$ cat src/rtl/uart_pkg.sv
// Shared constants for the UART Rx frame parser: SOF marker, FSM encoding, error codes.
package uart_pkg;
   localparam logic [7:0] UART_SOF = 8'hA5;

   typedef enum logic [1:0] {
      ST_HUNT    = 2'd0,
      ST_LEN     = 2'd1,
      ST_PAYLOAD = 2'd2,
      ST_CSUM    = 2'd3
   } state_t;

   localparam logic [1:0] ERR_NONE    = 2'b00;
   localparam logic [1:0] ERR_CSUM    = 2'b01;
   localparam logic [1:0] ERR_LEN     = 2'b10;
   localparam logic [1:0] ERR_TIMEOUT = 2'b11;
endpackage

$ cat src/rtl/uart_parser_timeout.sv
// Inter-byte idle counter; expired_o flags the cycle that completes TIMEOUT_CYCLES idle cycles.
module uart_parser_timeout #(
   parameter int unsigned TIMEOUT_CYCLES = 50000
) (
   input  logic clk_i,
   input  logic arst_ni,
   input  logic clr_i,
   input  logic en_i,
   output logic expired_o
);
   localparam int unsigned W = $clog2(TIMEOUT_CYCLES + 1);
   localparam logic [W-1:0] LIMIT = W'(TIMEOUT_CYCLES - 1);

   logic [W-1:0] cnt_q, cnt_d;

   always_comb begin
      cnt_d = cnt_q;
      if (clr_i)     cnt_d = '0;
      else if (en_i) cnt_d = cnt_q + 1'b1;
   end

   always_ff @(posedge clk_i or negedge arst_ni) begin
      if (!arst_ni) cnt_q <= '0;
      else          cnt_q <= cnt_d;
   end

   assign expired_o = en_i && !clr_i && (cnt_q == LIMIT);
endmodule

$ cat src/rtl/uart_rx_frame_parser.sv
// Pops the Rx FIFO and parses SOF/LEN/payload/CSUM frames, streaming payload cut-through.
// Build option: UART_PARSER_TIMEOUT_EN adds an inter-byte timeout (Error_Code 11).
module uart_rx_frame_parser
   import uart_pkg::*;
#(
   parameter int unsigned MAX_LEN        = 64,
   parameter int unsigned TIMEOUT_CYCLES = 50000
) (
   input  logic       CLK,
   input  logic       Areset,
   input  logic       Rx_FIFO_Empty,
   input  logic [7:0] Rx_Data,
   output logic       Read_Enable,
   output logic [7:0] Payload_Data,
   output logic       Payload_Valid,
   input  logic       Payload_Ready,
   output logic       Frame_Done,
   output logic       Frame_Error,
   output logic [1:0] Error_Code
);
   localparam logic [7:0] MAX_LEN_B = 8'(MAX_LEN);

   if (MAX_LEN == 0 || MAX_LEN > 255 || TIMEOUT_CYCLES == 0) begin : g_bad_cfg
      $error("uart_rx_frame_parser: illegal MAX_LEN/TIMEOUT_CYCLES");
   end

   state_t     state_q, state_d;
   logic       re_q, re_d, cap_q;
   logic [7:0] csum_q, csum_d, cnt_q, cnt_d, pdata_q, pdata_d;
   logic       pvld_q, pvld_d, done_q, done_d, err_q, err_d;
   logic [1:0] code_q, code_d;
   logic       stall, tmo;

   // An un-accepted payload byte blocks further pops while in PAYLOAD.
   assign stall = (state_q == ST_PAYLOAD) && pvld_q && !Payload_Ready;

`ifdef UART_PARSER_TIMEOUT_EN
   logic idle_clr, idle_en;
   assign idle_clr = cap_q || (state_q == ST_HUNT);
   assign idle_en  = (state_q != ST_HUNT) && !re_q && !cap_q && !stall && Rx_FIFO_Empty;

   uart_parser_timeout #(.TIMEOUT_CYCLES(TIMEOUT_CYCLES)) u_timeout (
      .clk_i     (CLK),
      .arst_ni   (Areset),
      .clr_i     (idle_clr),
      .en_i      (idle_en),
      .expired_o (tmo)
   );
`else
   assign tmo = 1'b0;
`endif

   always_comb begin
      state_d = state_q;
      csum_d  = csum_q;
      cnt_d   = cnt_q;
      pdata_d = pdata_q;
      pvld_d  = pvld_q && !Payload_Ready;
      done_d  = 1'b0;
      err_d   = 1'b0;
      code_d  = code_q;
      re_d    = !re_q && !cap_q && !Rx_FIFO_Empty && !stall && !tmo;

      if (tmo) begin
         err_d   = 1'b1;
         code_d  = ERR_TIMEOUT;
         state_d = ST_HUNT;
      end else if (cap_q) begin
         unique case (state_q)
            ST_HUNT: if (Rx_Data == UART_SOF) state_d = ST_LEN;
            ST_LEN: begin
               if (Rx_Data > MAX_LEN_B) begin
                  err_d   = 1'b1;
                  code_d  = ERR_LEN;
                  state_d = ST_HUNT;
               end else if (Rx_Data == 8'h00) begin
                  csum_d  = 8'h00;
                  state_d = ST_CSUM;
               end else begin
                  csum_d  = Rx_Data;
                  cnt_d   = Rx_Data;
                  state_d = ST_PAYLOAD;
               end
            end
            ST_PAYLOAD: begin
               pdata_d = Rx_Data;
               pvld_d  = 1'b1;
               csum_d  = csum_q ^ Rx_Data;
               cnt_d   = cnt_q - 8'd1;
               if (cnt_q == 8'd1) state_d = ST_CSUM;
            end
            ST_CSUM: begin
               if (Rx_Data == csum_q) begin
                  done_d = 1'b1;
                  code_d = ERR_NONE;
               end else begin
                  err_d  = 1'b1;
                  code_d = ERR_CSUM;
               end
               state_d = ST_HUNT;
            end
            default: state_d = ST_HUNT;
         endcase
      end
   end

   always_ff @(posedge CLK or negedge Areset) begin
      if (!Areset) begin
         state_q <= ST_HUNT;
         re_q    <= 1'b0;
         cap_q   <= 1'b0;
         csum_q  <= 8'h00;
         cnt_q   <= 8'h00;
         pdata_q <= 8'h00;
         pvld_q  <= 1'b0;
         done_q  <= 1'b0;
         err_q   <= 1'b0;
         code_q  <= ERR_NONE;
      end else begin
         state_q <= state_d;
         re_q    <= re_d;
         cap_q   <= re_q;
         csum_q  <= csum_d;
         cnt_q   <= cnt_d;
         pdata_q <= pdata_d;
         pvld_q  <= pvld_d;
         done_q  <= done_d;
         err_q   <= err_d;
         code_q  <= code_d;
      end
   end

   assign Read_Enable   = re_q;
   assign Payload_Data  = pdata_q;
   assign Payload_Valid = pvld_q;
   assign Frame_Done    = done_q;
   assign Frame_Error   = err_q;
   assign Error_Code    = code_q;
endmodule

$ cat config.mk
export PLATFORM = sky130hd
export DESIGN_NAME = uart_rx_frame_parser
export DESIGN_NICKNAME = d
export VERILOG_FILES = /design/src/rtl/uart_pkg.sv /design/src/rtl/uart_parser_timeout.sv /design/src/rtl/uart_rx_frame_parser.sv
export SDC_FILE = /design/constraint.sdc
export NUM_CORES = 1
export LEC_CHECK = 0
export CAP_MARGIN = 20
export CORE_MARGIN = 1.5
export CORE_UTILIZATION = 48
export DETAILED_ROUTE_END_ITERATION = 10
export HOLD_SLACK_MARGIN = 0.15
export PLACE_DENSITY = 0.71
export RECOVER_POWER = 100
export REMOVE_ABC_BUFFERS = 1
export SLEW_MARGIN = 0
export SYNTH_ARGS = -nofsm -noshare
export SYNTH_HDL_FRONTEND = slang
export SYNTH_SLANG_ARGS = --single-unit
$ cat constraint.sdc
create_clock -name CLK -period 3.7 [get_ports CLK]
set_input_delay 0.74 -clock CLK [delete_from_list [all_inputs] [get_ports CLK]]
set_output_delay 0.74 -clock CLK [all_outputs]
set_load 0.01 [all_outputs]
==> impl_metrics.env <==
export IMPL_grtUsageTotal=0.216
export IMPL_ys_warn_count=0
export IMPL_area_delta_synth_final_pct=20.4
export IMPL_ioPinCount=26
export IMPL_yosysTopAreaCell="dfrtp_1"
export IMPL_vias=1565
export IMPL_cts_clk_slew_worst_paths_ps=70
export IMPL_cts_hold_fix_buffers=0
export IMPL_reg2reg_depth=5
export IMPL_num_rows=22
export IMPL_syn_avg_cell_area_um2=9.52
export IMPL_fin_hold_ws_ps=394
export IMPL_drc=0
export IMPL_initial_core_util=0.497
export IMPL_core_area_um2=3660
export IMPL_grt_overflow=0
export IMPL_skew_ps=14.0
export IMPL_cpPeakStageDelay_ps=650
export IMPL_drtPass1Iterations=4
export IMPL_power_leakage_nw=0.921
export IMPL_cts_buffers=5
export IMPL_post_cts_resized=0
export IMPL_synth_top_cells_by_count="dfrtp_1 (33), a21oi_1 (24), nand2_1 (14), o21ai_0 (13), nand3_1 (11)"
export IMPL_tightest_slew_ps=1790
export IMPL_relSlewSlack=-0.196
export IMPL_synth_area_um2=1820
export IMPL_grt_pass1_vias=1487
export IMPL_numPortBuffers=25
export IMPL_period_needed_ps=3130
export IMPL_powerDensity_nw_per_um2=679
export IMPL_path_max_fanout=11
export IMPL_setup_viol=0
export IMPL_grt_max_degree=34
export IMPL_grt_setup_unrepaired="no"
export IMPL_synth_edf_count=0
export IMPL_clock_sinks=33
export IMPL_seq_area_frac_synth=0.454
export IMPL_status="finished with violations"
export IMPL_ys_types=42
export IMPL_clk_path_buf_depth=2
export IMPL_dieHeight_um=64.6
export IMPL_hp_class="reg -> reg"
export IMPL_endpoint_kind="register"
export IMPL_clk_latency_ps=290
export IMPL_layout_nets=237
export IMPL_regArea_um2=826
export IMPL_post_synth_top_area_fraction=0.454
export IMPL_post_route_period_util=0.847
export IMPL_synthCells=191
export IMPL_ys_top_cells_by_area="dfrtp_1 (45%), a21oi_1 (6.6%), ha_1 (4.8%), mux2_2 (4.3%), o21ai_0 (3.6%)"
export IMPL_crit_slowest_cell="dlygate4sd3_1"
export IMPL_dieArea_um2=4170
export IMPL_path_cells="dlygate4sd3_1, or4_1, or3_1, a31o_1, or4_1, nand3_1"
export IMPL_setup_tns_ps=0
export IMPL_drt_iter0_drc=115
export IMPL_multi_input_area_um2=905
export IMPL_postCtsSetupRepairBufs=0
export IMPL_vdd_drop_max_uv=403
export IMPL_ctsRootBufferMaster="clkbuf_8"
export IMPL_die_w_um=64.6
export IMPL_routabilityCongestion=0.878
export IMPL_htreeDepth=2
export IMPL_violations="max-capacitance violations, max-slew violations"
export IMPL_grt_pass1_wl_mm=6.84
export IMPL_ys_flop_type="dfrtp_1"
export IMPL_cp_arrival_ps=3350
export IMPL_post_drt_wl_per_cell_um=15.6
export IMPL_worstSetupStartpointType="input pin"
export IMPL_drt_wl_total_mm=4.17
export IMPL_synth_seq_cells=33
export IMPL_drv_cap=1
export IMPL_hold_viol_final=0
export IMPL_antenna_found_initial=0
export IMPL_num_fill_cells=331
export IMPL_cp_common_cell="or4_1"
export IMPL_path_class="in -> reg"
export IMPL_tritoncts="yes"
export IMPL_vias_per_cell=5.86
export IMPL_whs_path_depth=0
export IMPL_drtAntennaViolNets=0
export IMPL_yosysMostFrequentCell="dfrtp_1"
export IMPL_hpwl_mm=2.96
export IMPL_required_ps=3920
export IMPL_drive_gt1_frac=0.0822
export IMPL_fmax_mhz=319
export IMPL_ys_async_sr_fraction=1.00
export IMPL_maxSlewViolCount=34
export IMPL_num_antenna_cells=0
-- layout by cell type (no fill, tap or decap), drive strengths merged, types with 2 or more instances in the layout --
cell           synthesis  final
dfrtp                 33     33
a21oi                 24     24
dlygate4sd3            0     18
nand2                 14     14
o21ai                 14     14
nand3                 11     11
inv                    8      8
nor2                   8      8
clkbuf                 7      8
mux2                   7      7
ha                     7      7
clkdlybuf4s50          0      7
xnor2                  6      6
o32ai                  4      4
a31oi                  4      4
buf                    4      4
nand4                  3      3
nor4                   3      3
and3                   3      3
nor3                   3      3
xor2                   2      2
nand2b                 2      2
or4                    2      2
or3                    2      2
a21boi                 2      2
o2bb2ai                2      2
nor3b                  2      2
mux2i                  2      2
clkinv                 0      2
-- layout make-up --
type	count	area share
multi-input combinational	139	0.413
sequential	33	0.377
timing repair buffer	31	0.131
clock buffer	6	0.0331
tap	48	0.0274
inverter	8	0.0137
clock inverter	2	0.00457
-- power breakdown --
group          total [mW]  switching [mW]  internal (mW)
Clock               0.262           0.132          0.130
Combinational       0.581           0.303          0.278
Sequential          0.644           0.133          0.511
-- kinds of logic (layout without fill, tap and decap cells) --
| family | count (synthesis) | after routing | synth area share |
|---|---|---|---|
| mux | 9 | 9 | 0.0543 |
| simple gates | 56 | 56 | 0.160 |
| compound gates | 59 | 59 | 0.198 |
| fa+ha+maj | 7 | 7 | 0.0481 |
| buf+inv | 19 | 47 | 0.0468 |
| flops | 33 | 33 | 0.454 |
| xor+xnor | 8 | 8 | 0.0385 |
-- flip-flops by register name, indices dropped and copies added, names as in the netlist, named ones only --
register       cells
Frame_Done         1
Read_Enable        1
Payload_Valid      1
Error_Code         2
Payload_Data       8
cnt_q              8
Frame_Error        1
state_q            1
cap_q              1
csum_q             8
-- path summary, 6_finish.rpt --
kind                       slack, ps                    from                          end
max                              570              Rx_Data[5]         cnt_q[7]$_DFFE_PN0P_
min                              390   Read_Enable$_DFF_PN0_              cap_q$_DFF_PN0_
max reg2reg                     1250  state_q[0]$_DFFE_PN0P_  Payload_Data[5]$_DFFE_PN0P_
min reg2reg                      390   Read_Enable$_DFF_PN0_              cap_q$_DFF_PN0_
max in group asynchronous       1190                  Areset    Error_Code[1]$_DFFE_PN0P_
min in group asynchronous       1460                  Areset        csum_q[6]$_DFFE_PN0P_
-- metrics by stage --
step	util	std cells	power, mW	instance area (um2)	setup WS, ps
detailed placement	0.579	259	1.25	2120	416
floorplan	-	180	1.00	1760	1130
finish	0.598	267	1.49	2190	565
global placement	0.579	259	1.23	2120	460
CTS	0.602	267	1.52	2200	720
global route	0.598	267	1.60	2190	484
-- routing by layer --
layer	vias to the layer above	routed length (um)	global-route usage
met2	48	2040	0.349
met5	-	0	0
li1	749	-	-
met1	761	1820	0.276
met4	0	57	0.0771
met3	7	255	0.0625
-- critical path: cells and delay by family --
kind / cells / cell delay [ps]
AOI/OAI and AO/OA: 1 / 340
and+or+nand+nor: 4 / 1620
buffers and inverters: 1 / 650
(Power assumes the default switching activity.)
